<file path="src/rtl/fios_res_normalizer_3a.sv">
// Carry-propagating normalizer for the 3A PE chain: folds per-beat high carry parts
// into the next word and queues the WORD_COUNT+1 normalized words in an output FIFO.
module fios_res_normalizer_3a #(
  parameter int WORD_WIDTH = 17,
  parameter int WORD_COUNT = 8,
  parameter int FIFO_DEPTH = 16
) (
  input  logic                    clock_i,
  input  logic                    reset_i,
  input  logic                    start_i,
  input  logic                    in_valid_i,
  output logic                    in_ready_o,
  input  logic [2*WORD_WIDTH-1:0] in_res_i,
  output logic                    out_valid_o,
  input  logic                    out_ready_i,
  output logic [WORD_WIDTH-1:0]   out_word_o,
  output logic                    out_last_o,
  output logic                    busy_o,
  output logic                    done_o,
  output logic                    ovf_o
);

  localparam int W  = WORD_WIDTH;
  localparam int AW = $clog2(FIFO_DEPTH);
  localparam int CW = $clog2(WORD_COUNT);

  typedef enum logic [1:0] {IDLE, ACCUM, FLUSH} state_t;

  state_t         state, state_nx;
  logic [W:0]     carry;
  logic [CW-1:0]  beat_cnt;
  logic [W+1:0]   sum;
  logic           accept, flush_push, last_beat;

  logic [W:0]     mem [FIFO_DEPTH];
  logic [AW:0]    wr_ptr, rd_ptr;
  logic           fifo_full, fifo_empty, push, pop;
  logic [W:0]     push_data;

  assign fifo_empty = (wr_ptr == rd_ptr);
  assign fifo_full  = (wr_ptr[AW] != rd_ptr[AW]) && (wr_ptr[AW-1:0] == rd_ptr[AW-1:0]);

  assign sum        = {2'b00, in_res_i[W-1:0]} + {1'b0, carry};
  assign accept     = (state == ACCUM) && in_valid_i && !fifo_full;
  assign flush_push = (state == FLUSH) && !fifo_full;
  assign last_beat  = (beat_cnt == CW'(WORD_COUNT - 1));

  assign push      = accept || flush_push;
  assign pop       = out_valid_o && out_ready_i;
  assign push_data = flush_push ? {1'b1, carry[W-1:0]} : {1'b0, sum[W-1:0]};

  always_ff @(posedge clock_i or posedge reset_i) begin
    if (reset_i) state <= IDLE;
    else         state <= state_nx;
  end

  always_comb begin
    state_nx = state;
    case (state)
      IDLE:    if (start_i) state_nx = ACCUM;
      ACCUM:   if (accept && last_beat) state_nx = FLUSH;
      FLUSH:   if (!fifo_full) state_nx = IDLE;
      default: state_nx = IDLE;
    endcase
  end

  always_comb begin
    in_ready_o = (state == ACCUM) && !fifo_full;
    busy_o     = (state != IDLE);
  end

  always_ff @(posedge clock_i or posedge reset_i) begin
    if (reset_i) begin
      carry    <= '0;
      beat_cnt <= '0;
      ovf_o    <= 1'b0;
      done_o   <= 1'b0;
    end else begin
      done_o <= flush_push;
      if (state == IDLE && start_i) begin
        carry    <= '0;
        beat_cnt <= '0;
        ovf_o    <= 1'b0;
      end else if (accept) begin
        // Next carry: this beat's high part plus the two bits spilled out of the low sum.
        carry    <= {1'b0, in_res_i[2*W-1:W]} + {{(W-1){1'b0}}, sum[W+1:W]};
        beat_cnt <= beat_cnt + CW'(1);
      end else if (flush_push && carry[W]) begin
        ovf_o <= 1'b1;
      end
    end
  end

  always_ff @(posedge clock_i or posedge reset_i) begin
    if (reset_i) begin
      wr_ptr <= '0;
      rd_ptr <= '0;
    end else begin
      if (push) wr_ptr <= wr_ptr + (AW+1)'(1);
      if (pop)  rd_ptr <= rd_ptr + (AW+1)'(1);
    end
  end

  // Storage is not reset; the read port is gated by empty so outputs are zero after reset.
  always_ff @(posedge clock_i) begin
    if (push) mem[wr_ptr[AW-1:0]] <= push_data;
  end

  always_comb begin
    out_valid_o = !fifo_empty;
    out_word_o  = '0;
    out_last_o  = 1'b0;
    if (!fifo_empty) begin
      out_word_o = mem[rd_ptr[AW-1:0]][W-1:0];
      out_last_o = mem[rd_ptr[AW-1:0]][W];
    end
  end

endmodule

</file>
<file path="config.mk">
export PLATFORM = sky130hd
export DESIGN_NAME = fios_res_normalizer_3a
export DESIGN_NICKNAME = d
export VERILOG_FILES = /design/src/rtl/fios_res_normalizer_3a.sv
export SDC_FILE = /design/constraint.sdc
export NUM_CORES = 1
export LEC_CHECK = 0
export ABC_CLOCK_PERIOD_IN_PS = 3300
export CAP_MARGIN = 20
export CORE_ASPECT_RATIO = 0.7
export CORE_UTILIZATION = 46
export CTS_CLUSTER_DIAMETER = 50
export CTS_CLUSTER_SIZE = 14
export DETAILED_ROUTE_END_ITERATION = 10
export HOLD_SLACK_MARGIN = 0.15
export PLACE_DENSITY = 0.71
export SLEW_MARGIN = 20
export SYNTH_ARGS = -nofsm -noshare
export SYNTH_HDL_FRONTEND = slang
export SYNTH_SLANG_ARGS = --single-unit
</file>
<file path="constraint.sdc">
create_clock -name clock_i -period 3.3 [get_ports clock_i]
set_clock_uncertainty 0.1 [all_clocks]
set_input_delay 0.66 -clock clock_i [delete_from_list [all_inputs] [get_ports clock_i]]
set_output_delay 0.66 -clock clock_i [all_outputs]
set_load 0.1 [all_outputs]
</file>
==> results of run 1 <==
==> Yosys cell counts (all sizes together), types with 5 or more instances <==
cell	number
a211oi	6
a21oi	31
and2	19
and3	17
buf	20
clkbuf	16
dfrtp	35
edfxtp	288
ha	26
inv	18
mux2i	12
mux4	90
nand2	68
nand3	8
nand4	10
nor2	31
nor2b	5
nor3	5
o211ai	6
o21ai	26
xnor2	16
xor2	23
==> kinds of logic after synthesis <==
family,Yosys count,synth area share [%]
AO/OA/AOI/OAI,87,3.73
AND/OR/NAND/NOR,172,5.88
multiplexers,104,15.5
XOR/XNOR,39,2.44
adder cells (fa/ha/maj),28,2.61
flip-flops,323,68.0
buffers and inverters,54,1.84
==> what timing repair did <==
item / CTS / global route
pin swaps: 23 / 33
hold buffers: 0 / 0
gates cloned: 5 / 0
setup buffers: 18 / 13
resized for setup: 48 / 56
endpoints found under the setup margin: 29 / 30
==> registers in the layout, summed over array words and instances, names as in the netlist <==
signal,count
mem,288
carry,18
rd_ptr,5
wr_ptr,5
beat_cnt,3
state,2
done_o,1
ovf_o,1
==> metal layers <==
metal  part of all wire (%)  routed length [um]  global-route usage (%)  vias up
met2                     46               16000                    34.8      390
li1                       -                   -                       -     3579
met1                     43               15000                    34.1     4187
met5                      0                   0                       0        -
met3                    9.0                3110                    4.53       47
met4                    1.5                 532                    4.13        0
==> worst max-delay path by stage <==
stage,from,endpoint,slack [ns]
3_3_place_gp,in_res_i[0],carry[10]$_DFFE_PP0P_,-0.65
6_report,rd_ptr[0]$_DFFE_PP0P_,out_word_o[6],-0.21
3_5_place_dp,in_res_i[1],carry[12]$_DFFE_PP0P_,-0.73
5_1_grt,rd_ptr[0]$_DFFE_PP0P_,out_word_o[2],-0.26
2_1_floorplan,in_res_i[0],carry[10]$_DFFE_PP0P_,0.03
4_1_cts,rd_ptr[0]$_DFFE_PP0P_,out_word_o[5],-0.21
==> layout make-up <==
cell class                      instances  share of cell area [%]
Clock inverter                          4                   0.177
Timing Repair Buffer                  203                    12.2
Sequential cell                       323                    53.8
Tap cell                              412                    2.91
Clock buffer                           38                    4.40
Multi-Input combinational cell        430                    26.0
Timing Repair inverter                  1                  0.0424
Inverter                               18                   0.403
==> metrics by stage <==
step                      instances  utilization (%)  setup WS, ns  hold slack, ns  TNS (ns)
after floorplan                 807                -        0.0319           0.341         0
after global placement         1355             53.7        -0.647           0.352    -14.37
after detailed placement       1355             53.7        -0.731           0.370    -18.35
after CTS                      1420             57.9        -0.211           0.395     -3.31
after global routing           1429             59.1        -0.258           0.425     -4.13
final                          1429             59.1        -0.211           0.398     -3.08
==> reports/summary.json, run 1 <==
{
  "outcome": "complete, but fails checks",
  "failing_checks": "setup timing",
  "ioPinCount": 62,
  "routed-via-count": 8203,
  "postLayoutCellArea_um2": 17700,
  "route.antenna.remaining_nets": 0,
  "core_um2": 30000,
  "yosysSeqAreaShare_pct": 68.0,
  "detail_route.vias_per_cell": 5.74,
  "crit_fanout": 8,
  "final_hold_viol_count": 0,
  "first_pass_iters": 4,
  "slew_headroom_pct": 47.5,
  "wl_per_cell_um": 24.3,
  "hold_path_startpoint": "beat_cnt[0]$_DFFE_PP0P_",
  "slowest_stage": "sky130_fd_sc_hd__mux4_2",
  "r2r_depth": 13,
  "worst-r2r-setup-slack_ns": 0.13,
  "clock-root-buffer": "sky130_fd_sc_hd__clkbuf_16",
  "tritoncts": "built",
  "reg2reg_from": "carry[2]$_DFFE_PP0P_",
  "multiInputGateArea_um2": 4610,
  "drt_iter0_drc": 813,
  "num-fill-cells": 2209,
  "ys.flop_type": "sky130_fd_sc_hd__edfxtp_1",
  "timing.final.max_slew_violations": 0,
  "fin_crit_ns": 3.51,
  "period_share_pct": 106,
  "antenna-diode-count": 0,
  "port-buffer-count": 61,
  "gp_congestion": 0.971,
  "synth_enable_flop_cells": 288,
  "cts_max_level": 1,
  "grt_max_degree": 41,
  "synth_top_cell_by_area": "sky130_fd_sc_hd__edfxtp_1",
  "setup_viol_count_final": 18,
  "die_width_um": 211,
  "rsz0062_at_grt": "true",
  "critical_path.startpoint_type": "register",
  "antenna_found_initial": 0,
  "crit_cells": 6,
  "cp_data_required_time_ns": 2.54,
  "critical_path.cell_chain": "buf_12 -> buf_16 -> mux4_2 -> mux4_2 -> and2_4 -> buf_12",
  "cts_clk_pin_slew_worst_paths_ns": 0.07,
  "crit_path_max_incr_delay_ns": 0.56,
  "die_h_um": 148,
  "critical_path.reg2reg.endpoint": "carry[10]$_DFFE_PP0P_",
  "cts-buffers-inserted": 28,
  "synth-async-reset-ratio_pct": 10.8,
  "global_route.usage.total_pct": 22.7,
  "worst-slew-pin-transition_ns": 0.786,
  "mostFrequentLayoutCells": "sky130_fd_sc_hd__edfxtp_1 (288), sky130_fd_sc_hd__buf_4 (122), sky130_fd_sc_hd__mux4_2 (90)",
  "clkSinkCount": 323,
  "route.detailed.drc": 0,
  "dp_hpwl_mm": 20.3,
  "postSynthRegisterBits": 323,
  "clock_latency_late_sink_ns": 0.55,
  "synth_cells": 807,
  "fmax_mhz": 285,
  "first_global_vias": 8125,
  "clockBufferDepth": 3,
  "final_common_cell": "sky130_fd_sc_hd__edfxtp_1",
  "placement.cell_area_um2": 16100,
  "timing.critical_path.max_delay_family": "multiplexers",
  "synth.yosys.warnings": 0,
  "mappedNetlistArea_um2": 14000,
  "die_outline_area_um2": 31200,
  "final_critical_path_setup_slack_ns": -0.211,
  "syn_avg_cell_area_um2": 17.4,
  "worst-path-buf-inv": 3,
  "net_count_of_the_mapped_netlist": 874,
  "crit_path_end_kind": "output pin",
  "start_util_pct": 46.7,
  "whs_endpoint": "beat_cnt[0]$_DFFE_PP0P_",
  "synth_cell_type_count": 46,
  "first_pass_grt_wire_length_mm": 51.4,
  "register_area_um2": 9530,
  "areaGrowthSynthToFinish_pct": 26.5,
  "overflow": 0,
  "ys_top_cells_by_area": "sky130_fd_sc_hd__edfxtp_1 (62%), sky130_fd_sc_hd__mux4_2 (14%), sky130_fd_sc_hd__dfrtp_1 (6.3%)",
  "drt-total-wl_mm": 34.7,
  "floorplan.rows": 53,
  "hold_path.class": "reg2reg",
  "nets": 1072,
  "arrival_ns": 2.75,
  "max-cap-violations": 0,
  "hold-path-cell-count": 1,
  "synth.top_cell.area_share_pct": 61.8,
  "timing_worst_setup_path_type": "reg2out",
  "layout-drive-gt1-share_pct": 35.7
}
Power of run 1 is not shown: default switching activity piles up to over one toggle a cycle in this logic, so the estimate is an artifact.
==> run 2: changes to the inputs <==
--- a/config.mk
+++ b/config.mk
@@ -6,5 +6,5 @@
 export NUM_CORES = 1
 export LEC_CHECK = 0
-export ABC_CLOCK_PERIOD_IN_PS = 3300
+export ABC_CLOCK_PERIOD_IN_PS = 3470
 export CAP_MARGIN = 20
 export CORE_ASPECT_RATIO = 0.7
@@ -14,5 +14,5 @@
 export DETAILED_ROUTE_END_ITERATION = 10
 export HOLD_SLACK_MARGIN = 0.15
-export PLACE_DENSITY = 0.71
+export PLACE_DENSITY_LB_ADDON = 0.08
 export SLEW_MARGIN = 20
 export SYNTH_ARGS = -nofsm -noshare
==> constraint.sdc (replaced) <==
create_clock -name clock_i -period 3.47 [get_ports clock_i]
set_clock_uncertainty 0.1 [all_clocks]
set_input_delay 0.5205 -clock clock_i [delete_from_list [all_inputs] [get_ports clock_i]]
set_output_delay 0.5205 -clock clock_i [all_outputs]
set_load 0.1 [all_outputs]
==> run 2 against run 1 <==
  * The run now ends clean
  * Die area stayed put
  * Setup slack better by 0.28 ns
  * Via count down 2.7%
  * Sequential share of layout area up 1.3 points
  * Worst hold slack worse by 0.20 ns
  * Critical path depth stayed put
  * Largest cell class unchanged
==> reports/summary.json, run 2 (same netlist as run 1, synthesis figures left out) <==
{
  "placed_insts": {"value": 1347, "change": "-0.59%"},
  "crit_path_max_incr_delay": {"value": 0.51, "unit": "ns", "change": "-0.05 ns"},
  "critical_path.startpoint_type": "register",
  "areaGrowthSynthToFinish_pct": 23.5,
  "core": {"value": 30000, "unit": "um^2", "change": "unchanged"},
  "die_width": {"value": 211, "unit": "um", "change": "unchanged"},
  "cts_clk_pin_slew_worst_paths": {"value": 0.06, "unit": "ns", "change": "about the same"},
  "clock_latency_late_sink": {"value": 0.57, "unit": "ns", "change": "+0.02 ns"},
  "route.detailed.drc": {"value": 0, "change": "unchanged"},
  "port-buffer-count": {"value": 61, "change": "unchanged"},
  "antenna-diode-count": {"value": 0, "change": "unchanged"},
  "reg2reg_from": "carry[2]$_DFFE_PP0P_",
  "final_cell_count_no_fill": {"value": 1411, "change": "-1.3%"},
  "period_share_pct": 98.0,
  "worst-slew-pin-transition": {"value": 0.968, "unit": "ns", "change": "+0.183 ns"},
  "clock-root-buffer": "sky130_fd_sc_hd__clkbuf_16",
  "timing_worst_setup_path_type": "reg2out",
  "start_util": {"value": 46.7, "unit": "%", "change": "unchanged"},
  "clockBufferDepth": {"value": 3, "change": "unchanged"},
  "slew_headroom": {"value": 35.3, "unit": "%", "change": "-12 points"},
  "die_outline_area": {"value": 31200, "unit": "um^2", "change": "unchanged"},
  "timing.final.max_slew_violations": {"value": 0, "change": "unchanged"},
  "global_route.usage.total": {"value": 22.6, "unit": "%", "change": "-0.077 points"},
  "max-cap-violations": {"value": 0, "change": "unchanged"},
  "cts-buffers-inserted": {"value": 31, "change": "+11%"},
  "final_hold_viol_count": {"value": 0, "change": "unchanged"},
  "gp_congestion": {"value": 0.917, "change": "-5.6%"},
  "nets": {"value": 1046, "change": "-2.4%"},
  "fin_crit_ns": 3.40,
  "clkSinkCount": {"value": 323, "change": "unchanged"},
  "route.antenna.remaining_nets": {"value": 0, "change": "unchanged"},
  "detail_route.vias_per_cell": {"value": 5.66, "change": "-1.4%"},
  "first_global_vias": {"value": 8348, "change": "+2.7%"},
  "cp_data_required_time": {"value": 2.85, "unit": "ns", "change": "+0.31 ns"},
  "layout-drive-gt1-share": {"value": 29.1, "unit": "%", "change": "-6.6 points"},
  "drt_iter0_drc": {"value": 667, "change": "-18%"},
  "fin_hold_ws": {"value": 0.202, "unit": "ns", "change": "-0.197 ns"},
  "grt_max_degree": {"value": 33, "change": "-20%"},
  "die_h": {"value": 148, "unit": "um", "change": "unchanged"},
  "cts_max_level": {"value": 1, "change": "unchanged"},
  "first_pass_grt_wire_length": {"value": 51.4, "unit": "mm", "change": "about the same"},
  "ctsHoldBuffers": {"value": 0, "change": "unchanged"},
  "num-fill-cells": {"value": 2315, "change": "+4.8%"},
  "overflow": {"value": 0, "change": "unchanged"},
  "crit_path_end_kind": "output pin",
  "ioPinCount": {"value": 62, "change": "unchanged"},
  "first_pass_iters": {"value": 5, "change": "+1"},
  "outcome": "finished clean",
  "setup_viol_count_final": {"value": 0, "change": "-18"},
  "floorplan.rows": {"value": 53, "change": "unchanged"},
  "routed-via-count": {"value": 7984, "change": "-2.7%"},
  "antenna_found_initial": {"value": 0, "change": "unchanged"},
  "timing.critical_path.max_delay_family": "multiplexers",
  "fmax_mhz": 294,
  "worst-path-buf-inv": {"value": 3, "change": "unchanged"},
  "startpoint": "rd_ptr[0]$_DFFE_PP0P_",
  "tritoncts": "built",
  "crit_fanout": {"value": 4, "change": "-4"},
  "mostFrequentLayoutCells": "sky130_fd_sc_hd__edfxtp_1 (288), sky130_fd_sc_hd__buf_4 (91), sky130_fd_sc_hd__mux4_2 (90)",
  "final_common_cell": "sky130_fd_sc_hd__edfxtp_1",
  "drt-total-wl": {"value": 33.7, "unit": "mm", "change": "-2.7%"},
  "worst_path_most_repeated_cell": "sky130_fd_sc_hd__mux4_2",
  "hold_path.class": "in2async",
  "wl_per_cell": {"value": 23.9, "unit": "um", "change": "-1.5%"},
  "largest_reg_flops": {"value": 288, "change": "unchanged"},
  "slowest_stage": "sky130_fd_sc_hd__mux4_2",
  "dp_hpwl": {"value": 21.2, "unit": "mm", "change": "+4.2%"},
  "arrival": {"value": 2.78, "unit": "ns", "change": "+0.03 ns"},
  "critical_path.cell_chain": "clkbuf_4 -> buf_4 -> mux4_2 -> mux4_2 -> and2_1 -> buf_12"
}
==> run 2: cell count changes in the layout (fill, tap and decap cells not counted), moves of 13 or more <==
| cell | previous run | this run |
|---|---|---|
| sky130_fd_sc_hd__buf_4 | 122 | 91 |
| sky130_fd_sc_hd__ha_1 | 8 | 26 |
| sky130_fd_sc_hd__ha_4 | 14 | 0 |
| sky130_fd_sc_hd__clkdlybuf4s50_1 | 27 | 40 |
==> run 2: timing repair <==
action,in CTS,in global routing
cloned,1,0
gates resized for setup,4,21
setup buffers,7,3
pin swaps,0,5
endpoints found under the setup margin,29,31
==> run 2: final timing paths <==
check | end | slack [ns] | cells after the start
worst max-delay path | out_word_o[15] | 0.07 | 6
min in group clock_i | beat_cnt[0]$_DFFE_PP0P_ | 0.39 | 1
worst min register to register | beat_cnt[0]$_DFFE_PP0P_ | 0.39 | 1
worst min-delay path | ovf_o$_DFFE_PP0P_ | 0.20 | 2
worst max register to register | carry[12]$_DFFE_PP0P_ | 0.21 | 14
max in group asynchronous | carry[1]$_DFFE_PP0P_ | 2.30 | 3
==> run 2: area by class of cell <==
| type | instances | area [um^2] | area share, % |
|---|---|---|---|
| Timing Repair Buffer | 175 | 1950 | 11.3 |
| Inverter | 18 | 67.6 | 0.391 |
| Clock inverter | 14 | 125 | 0.723 |
| Multi-Input combinational cell | 430 | 4300 | 24.9 |
| Sequential cell | 323 | 9530 | 55.1 |
| Tap cell | 412 | 515 | 2.98 |
| Clock buffer | 39 | 806 | 4.66 |
==> run 2: layer usage <==
metal	up-vias	track usage (%)	part of all wire, %
li1	3537	-	-
met2	197	34.5	47
met3	46	3.40	4.5
met4	0	4.38	1.5
met1	4204	34.8	47
met5	-	0	0
==> run 2: worst register-to-register path: cells and delay by family, from the launching register on <==
kind / cells / cell delay, ns
AOI/OAI and AO/OA: 4 / 0.80
xor gates and xnor gates: 2 / 0.31
adders and majority gates: 3 / 0.91
buffers and inverters: 2 / 0.24
DFF: 1 / 0.41
muxes: 1 / 0.10
and+or+nand+nor: 2 / 0.27
==> run 2: metrics by stage <==
stage	worst slack [ns]	area (um^2)	utilization (%)	setup TNS [ns]
global placement	-0.775	16100	53.9	-7.56
CTS	0.00808	17200	57.4	0
floorplan	0.0534	14000	-	0
global route	-0.000660	17300	57.7	-0.000660
detailed placement	-0.913	16100	53.9	-10.99
finish	0.0701	17300	57.7	0
Power of run 2 is left out for the same reason.
